### src/rtl/mul_div_unit.sv
// Multi-cycle multiply / divide unit: two-stage half-width multiplier and radix-2 restoring divider.
// Optional multiply-accumulate ops (MADD/MADDU/MSUB/MSUBU) are enabled by defining MDU_MACC_EN.
module mul_div_unit #(
  parameter int unsigned W = 32
) (
  input  logic         clk,
  input  logic         rst,
  input  logic [3:0]   op,
  input  logic         start,
  input  logic         flush,
  input  logic [W-1:0] opr1,
  input  logic [W-1:0] opr2,
  input  logic [W-1:0] hi_i,
  input  logic [W-1:0] lo_i,
  output logic         busy,
  output logic         done,
  output logic [W-1:0] hi_o,
  output logic [W-1:0] lo_o
);

  localparam int unsigned HW = W / 2;
  localparam int unsigned DW = 2 * W;
  localparam int unsigned CW = $clog2(W + 1);

  localparam logic [3:0] OP_MULT  = 4'd1;
  localparam logic [3:0] OP_MULTU = 4'd2;
  localparam logic [3:0] OP_DIV   = 4'd3;
  localparam logic [3:0] OP_DIVU  = 4'd4;
`ifdef MDU_MACC_EN
  localparam logic [3:0] OP_MADD  = 4'd5;
  localparam logic [3:0] OP_MADDU = 4'd6;
  localparam logic [3:0] OP_MSUB  = 4'd7;
  localparam logic [3:0] OP_MSUBU = 4'd8;
`endif

  typedef enum logic [1:0] {IDLE, MUL1, MUL2, DIV} state_t;

  state_t         state;
  logic [CW-1:0]  cnt;
  logic [W-1:0]   opa;       // multiplicand magnitude, or dividend/quotient shift register
  logic [W-1:0]   opb;       // multiplier / divisor magnitude
  logic [W-1:0]   rem;
  logic [W-1:0]   dvd_raw;
  logic           neg_p;     // product or quotient sign
  logic           neg_r;     // remainder sign
  logic [W-1:0]   pp_ll, pp_lh, pp_hl, pp_hh;

  logic           mul_op_c, div_op_c, sgn_op_c, accept_c;
  logic           neg1_c, neg2_c;
  logic [W-1:0]   mag1_c, mag2_c;
  logic [W:0]     shifted_c, diff_c;
  logic [DW-1:0]  prod_mag_c, prod_c, res_c;

`ifdef MDU_MACC_EN
  logic           macc_op_c, sub_op_c;
  logic           macc, sub;
  logic [DW-1:0]  acc;
`else
  logic           unused_acc;
  assign unused_acc = ^{hi_i, lo_i};
`endif

  // Operation decode
  always_comb begin
    mul_op_c = 1'b0;
    div_op_c = 1'b0;
    sgn_op_c = 1'b0;
`ifdef MDU_MACC_EN
    macc_op_c = 1'b0;
    sub_op_c  = 1'b0;
`endif
    case (op)
      OP_MULT:  begin mul_op_c = 1'b1; sgn_op_c = 1'b1; end
      OP_MULTU: mul_op_c = 1'b1;
      OP_DIV:   begin div_op_c = 1'b1; sgn_op_c = 1'b1; end
      OP_DIVU:  div_op_c = 1'b1;
`ifdef MDU_MACC_EN
      OP_MADD:  begin mul_op_c = 1'b1; sgn_op_c = 1'b1; macc_op_c = 1'b1; end
      OP_MADDU: begin mul_op_c = 1'b1; macc_op_c = 1'b1; end
      OP_MSUB:  begin mul_op_c = 1'b1; sgn_op_c = 1'b1; macc_op_c = 1'b1; sub_op_c = 1'b1; end
      OP_MSUBU: begin mul_op_c = 1'b1; macc_op_c = 1'b1; sub_op_c = 1'b1; end
`endif
      default: ;
    endcase
  end

  assign accept_c = (state == IDLE) && start && !flush && (mul_op_c || div_op_c);

  assign neg1_c = sgn_op_c & opr1[W-1];
  assign neg2_c = sgn_op_c & opr2[W-1];
  assign mag1_c = neg1_c ? -opr1 : opr1;
  assign mag2_c = neg2_c ? -opr2 : opr2;

  // One restoring-division step
  assign shifted_c = {rem, opa[W-1]};
  assign diff_c    = shifted_c - {1'b0, opb};

  // Partial-product summation, sign and optional accumulate
  assign prod_mag_c = {pp_hh, pp_ll} + (DW'(pp_lh) << HW) + (DW'(pp_hl) << HW);
  assign prod_c     = neg_p ? -prod_mag_c : prod_mag_c;

  always_comb begin
    res_c = prod_c;
`ifdef MDU_MACC_EN
    if (macc) res_c = sub ? (acc - prod_c) : (acc + prod_c);
`endif
  end

  always_ff @(posedge clk or posedge rst) begin
    if (rst) begin
      state   <= IDLE;
      busy    <= 1'b0;
      done    <= 1'b0;
      hi_o    <= '0;
      lo_o    <= '0;
      cnt     <= '0;
      opa     <= '0;
      opb     <= '0;
      rem     <= '0;
      dvd_raw <= '0;
      neg_p   <= 1'b0;
      neg_r   <= 1'b0;
      pp_ll   <= '0;
      pp_lh   <= '0;
      pp_hl   <= '0;
      pp_hh   <= '0;
`ifdef MDU_MACC_EN
      macc    <= 1'b0;
      sub     <= 1'b0;
      acc     <= '0;
`endif
    end else begin
      done <= 1'b0;
      if (flush && state != IDLE) begin
        state <= IDLE;
        busy  <= 1'b0;
        cnt   <= '0;
      end else begin
        case (state)
          IDLE: begin
            if (accept_c) begin
              busy    <= 1'b1;
              opa     <= mag1_c;
              opb     <= mag2_c;
              dvd_raw <= opr1;
              rem     <= '0;
              cnt     <= '0;
              neg_p   <= neg1_c ^ neg2_c;
              neg_r   <= neg1_c;
`ifdef MDU_MACC_EN
              macc    <= macc_op_c;
              sub     <= sub_op_c;
              acc     <= {hi_i, lo_i};
`endif
              state   <= mul_op_c ? MUL1 : DIV;
            end
          end
          MUL1: begin
            pp_ll <= W'(opa[HW-1:0]) * W'(opb[HW-1:0]);
            pp_lh <= W'(opa[HW-1:0]) * W'(opb[W-1:HW]);
            pp_hl <= W'(opa[W-1:HW]) * W'(opb[HW-1:0]);
            pp_hh <= W'(opa[W-1:HW]) * W'(opb[W-1:HW]);
            state <= MUL2;
          end
          MUL2: begin
            hi_o  <= res_c[DW-1:W];
            lo_o  <= res_c[W-1:0];
            done  <= 1'b1;
            busy  <= 1'b0;
            state <= IDLE;
          end
          DIV: begin
            if (cnt != CW'(W)) begin
              if (!diff_c[W]) begin
                rem <= diff_c[W-1:0];
                opa <= {opa[W-2:0], 1'b1};
              end else begin
                rem <= shifted_c[W-1:0];
                opa <= {opa[W-2:0], 1'b0};
              end
              cnt <= cnt + CW'(1);
            end else begin
              // A zero divisor finishes on schedule with fixed results
              if (opb == '0) begin
                lo_o <= '1;
                hi_o <= dvd_raw;
              end else begin
                lo_o <= neg_p ? -opa : opa;
                hi_o <= neg_r ? -rem : rem;
              end
              cnt   <= '0;
              done  <= 1'b1;
              busy  <= 1'b0;
              state <= IDLE;
            end
          end
          default: state <= IDLE;
        endcase
      end
    end
  end

endmodule

### config.mk
export PLATFORM = sky130hd
export DESIGN_NAME = mul_div_unit
export DESIGN_NICKNAME = d
export VERILOG_FILES = /design/src/rtl/mul_div_unit.sv
export SDC_FILE = /design/constraint.sdc
export NUM_CORES = 2
export LEC_CHECK = 0
export CAP_MARGIN = 20
export CORE_MARGIN = 2
export CORE_UTILIZATION = 60
export DETAILED_ROUTE_END_ITERATION = 10
export HOLD_SLACK_MARGIN = 0.05
export PLACE_DENSITY = 0.78
export RECOVER_POWER = 100
export SKIP_CTS_REPAIR_TIMING = 1
export SLEW_MARGIN = 20
export SYNTH_ARGS = -nofsm -noshare
export SYNTH_HDL_FRONTEND = slang
export SYNTH_SLANG_ARGS = --single-unit
### constraint.sdc
create_clock -name clk -period 12.8 [get_ports clk]
set_input_delay 1.92 -clock clk [delete_from_list [all_inputs] [get_ports clk]]
set_output_delay 1.92 -clock clk [all_outputs]
set_load 0.01 [all_outputs]
==> run_results.csv <==
group,metric,value,unit
route,viasPerCell,5.988,
clock_tree,cts_tree,"built",
route,drcViolationCount,0,
clock_tree,path_clk_slew,60,ps
die,die-area,0.09513,mm^2
yosys,synthTopCellsByArea,"fa_1 (29%), dfrtp_1 (15%), ha_1 (11%)",
route,vias,46248,
yosys,yosys_warnings,0,
timing,finalHoldViolCount,0,
outcome,violations,"capacitance limit, slew limit",
cells_and_area,drive_gt1_share,3.335,%
clock_tree,cts_buffer_depth,3,
outcome,status,"finished with violations",
die,start_util,60.57,%
timing,rsz0062_at_grt,"false",
yosys,synth_edf_count,0,
worst_setup_path,crit_fanout,21,
timing,fin_crit_sh,69.87,%
die,die_h,308.4,um
yosys,yosysTopAreaCellShare,29.16,%
cells_and_area,final_nets,7878,
cells_and_area,register_area,0.008314,mm^2
timing,fmax,0.1118,GHz
yosys,synth_ff_type,"dfrtp_1",
place,place.gp.congestion,0.9713,
cells_and_area,fillers,7506,
cells_and_area,layout_commonest_cell,"nand2_1",
yosys,syn-instance-count,6535,
route,drtPass1Iterations,6,
worst_setup_path,cp-startpoint,"opa[4]",
die,io_pins,202,
worst_setup_path,worstSetupStartpointType,"register",
timing,finalSetupViolCount,0,
yosys,yosysUniqueCellTypes,92,
yosys,synth_async_sr_flop_share,100.0,%
place,dp_hpwl,120500,um
yosys,syn-cell-area,0.05561,mm^2
die,core_area,0.09180,mm^2
worst_hold_path,min_path_cells,2,
route,routed_wl,162800,um
grt,first_global_vias,47040,
clock_tree,h-tree-depth,2,
worst_setup_path,timing.rr.start,"opa[4]",
die,num_rows,111,
grt,track_usage,35.20,%
route,post_drt_wl_per_cell,21.08,um
cells_and_area,synthToLayoutAreaGrowth,6.582,%
clock_tree,insertion_delay,630,ps
timing,finClkSkew,24.07,ps
yosys,ys_ff_latch,332,
clock_tree,numCtsBuffers,43,
cells_and_area,final_cell_mix,"nand2_1 (1060), inv_1 (1000), fa_1 (810)",
route,first_iter_violations,4495,
worst_hold_path,hold_class,"register to register",
clock_tree,root_buffer,"clkbuf_16",
run,cap_violations,15,
yosys,synth_area_per_cell,8.509,um^2
timing,post-route-min-period,8943,ps
route,ant_nets,0,
cells_and_area,fin_util,64.56,%
grt,antenna_found_initial,4,
worst_setup_path,critPathRequiredTime,13190,ps
grt,grt_overflow_total,0,
place,numPortBuffers,137,
die,dieWidth,308.4,um
grt,grt_start_max_net_pins,96,
worst_setup_path,r2r.worst_path.cells,24,
cells_and_area,multi_input_area,0.04214,mm^2
timing,relSlewSlack,-188.7,%
timing,worstMarginPinSlew,4331,ps
worst_setup_path,worstPathArrival,9330,ps
timing,slew_viol_final,914,
yosys,syn_nets,7969,
yosys,seq_area_frac_synth,14.94,%
timing,tns,0,ps
worst_setup_path,crit_type,"register to register",
timing,worst_hold_slack,468.3,ps
worst_hold_path,min-delay-start,"lo_o[2]",
yosys,synth_area_leader_cell,"fa_1",
clock_tree,clock-sinks,332,
grt,grt_pass1_wl,258700,um
worst_setup_path,end_kind,"register",
area by class of cell:
type,instances,area share [%]
Inverter,1003,6.355
Tap cell,1243,2.624
Multi-Input combinational cell,4833,71.11
Antenna cell,3,0.01267
Timing Repair Buffer,231,3.403
Clock buffer,59,2.052
Sequential cell,332,14.03
Clock inverter,19,0.4159
synthesized netlist by cell type (all sizes together) (42+ instances only):
cell    count
a21o       68
a21oi     222
and2      428
clkbuf    329
dfrtp     332
fa        810
ha        488
inv      1002
nand2    1062
nand3      50
nor2      251
nor3       56
o21ai     420
o31ai      54
or3        42
xnor2     201
xor2      143
cell families after synthesis:
| family | Yosys count | synth area share (%) |
|---|---|---|
| flip-flops | 332 | 14.94 |
| adder cells (fa/ha/maj) | 1298 | 40.14 |
| multiplexers | 55 | 1.064 |
| buffers and inverters | 1370 | 9.252 |
| AO/OA/AOI/OAI | 1050 | 11.59 |
| AND/OR/NAND/NOR | 2086 | 17.57 |
| XOR/XNOR | 344 | 5.432 |
per-layer routing:
layer  routed length, um  track usage [%]  share of wire [%]  vias up
met2               71800            54.79                 44     2342
li1                    -                -                  -    20588
met3               17800            7.531                 11      457
met5                  27                0              0.017        -
met4                8323            16.74                5.1        4
met1               64890            47.03                 40    22857
final timing paths:
check                            end  slack [ps]
min in group asynchronous   lo_o[12]        2790
min                          lo_o[2]         470
max in group asynchronous    opb[26]        4850
max                        pp_ll[30]        3860
min reg2reg                  lo_o[2]         470
max reg2reg                pp_ll[30]        3860
critical path: stages (launching register included):
cell and delay (ps):
dfrtp_1 910, clkbuf_1 1180, nand2_1 180, fa_1 560, inv_1 50, fa_1 390, inv_1 80, fa_1 440
fa_1 560, fa_1 430, fa_1 500, inv_1 40, ha_1 340, a21oi_1 380, nor2b_1 90, nor2_1 160
nand3b_1 120, a311o_1 380, a2111oi_0 450, nor3_1 210, a41o_1 330, or4_1 430, a31oi_1 220, xor2_1 170
o21ai_0 90
registers in the layout (all words and copies together), names as in the netlist, 6 cells and up:
name / flops
rem: 32
pp_hh: 32
pp_lh: 32
opa: 32
dvd_raw: 32
opb: 32
pp_ll: 32
hi_o: 32
cnt: 6
lo_o: 32
pp_hl: 32
stage by stage:
stage	cells	cell area (um^2)	setup WS (ps)
finish	7723	59270	3857
global route	7720	59260	3742
CTS	7720	59380	4946
detailed placement	7642	57920	4968
global placement	7642	57920	5081
floorplan	6535	55610	1684
Power is left out: the tool's default activity adds up to more than one toggle a clock period on the data nets, which glitch-free logic cannot reach.
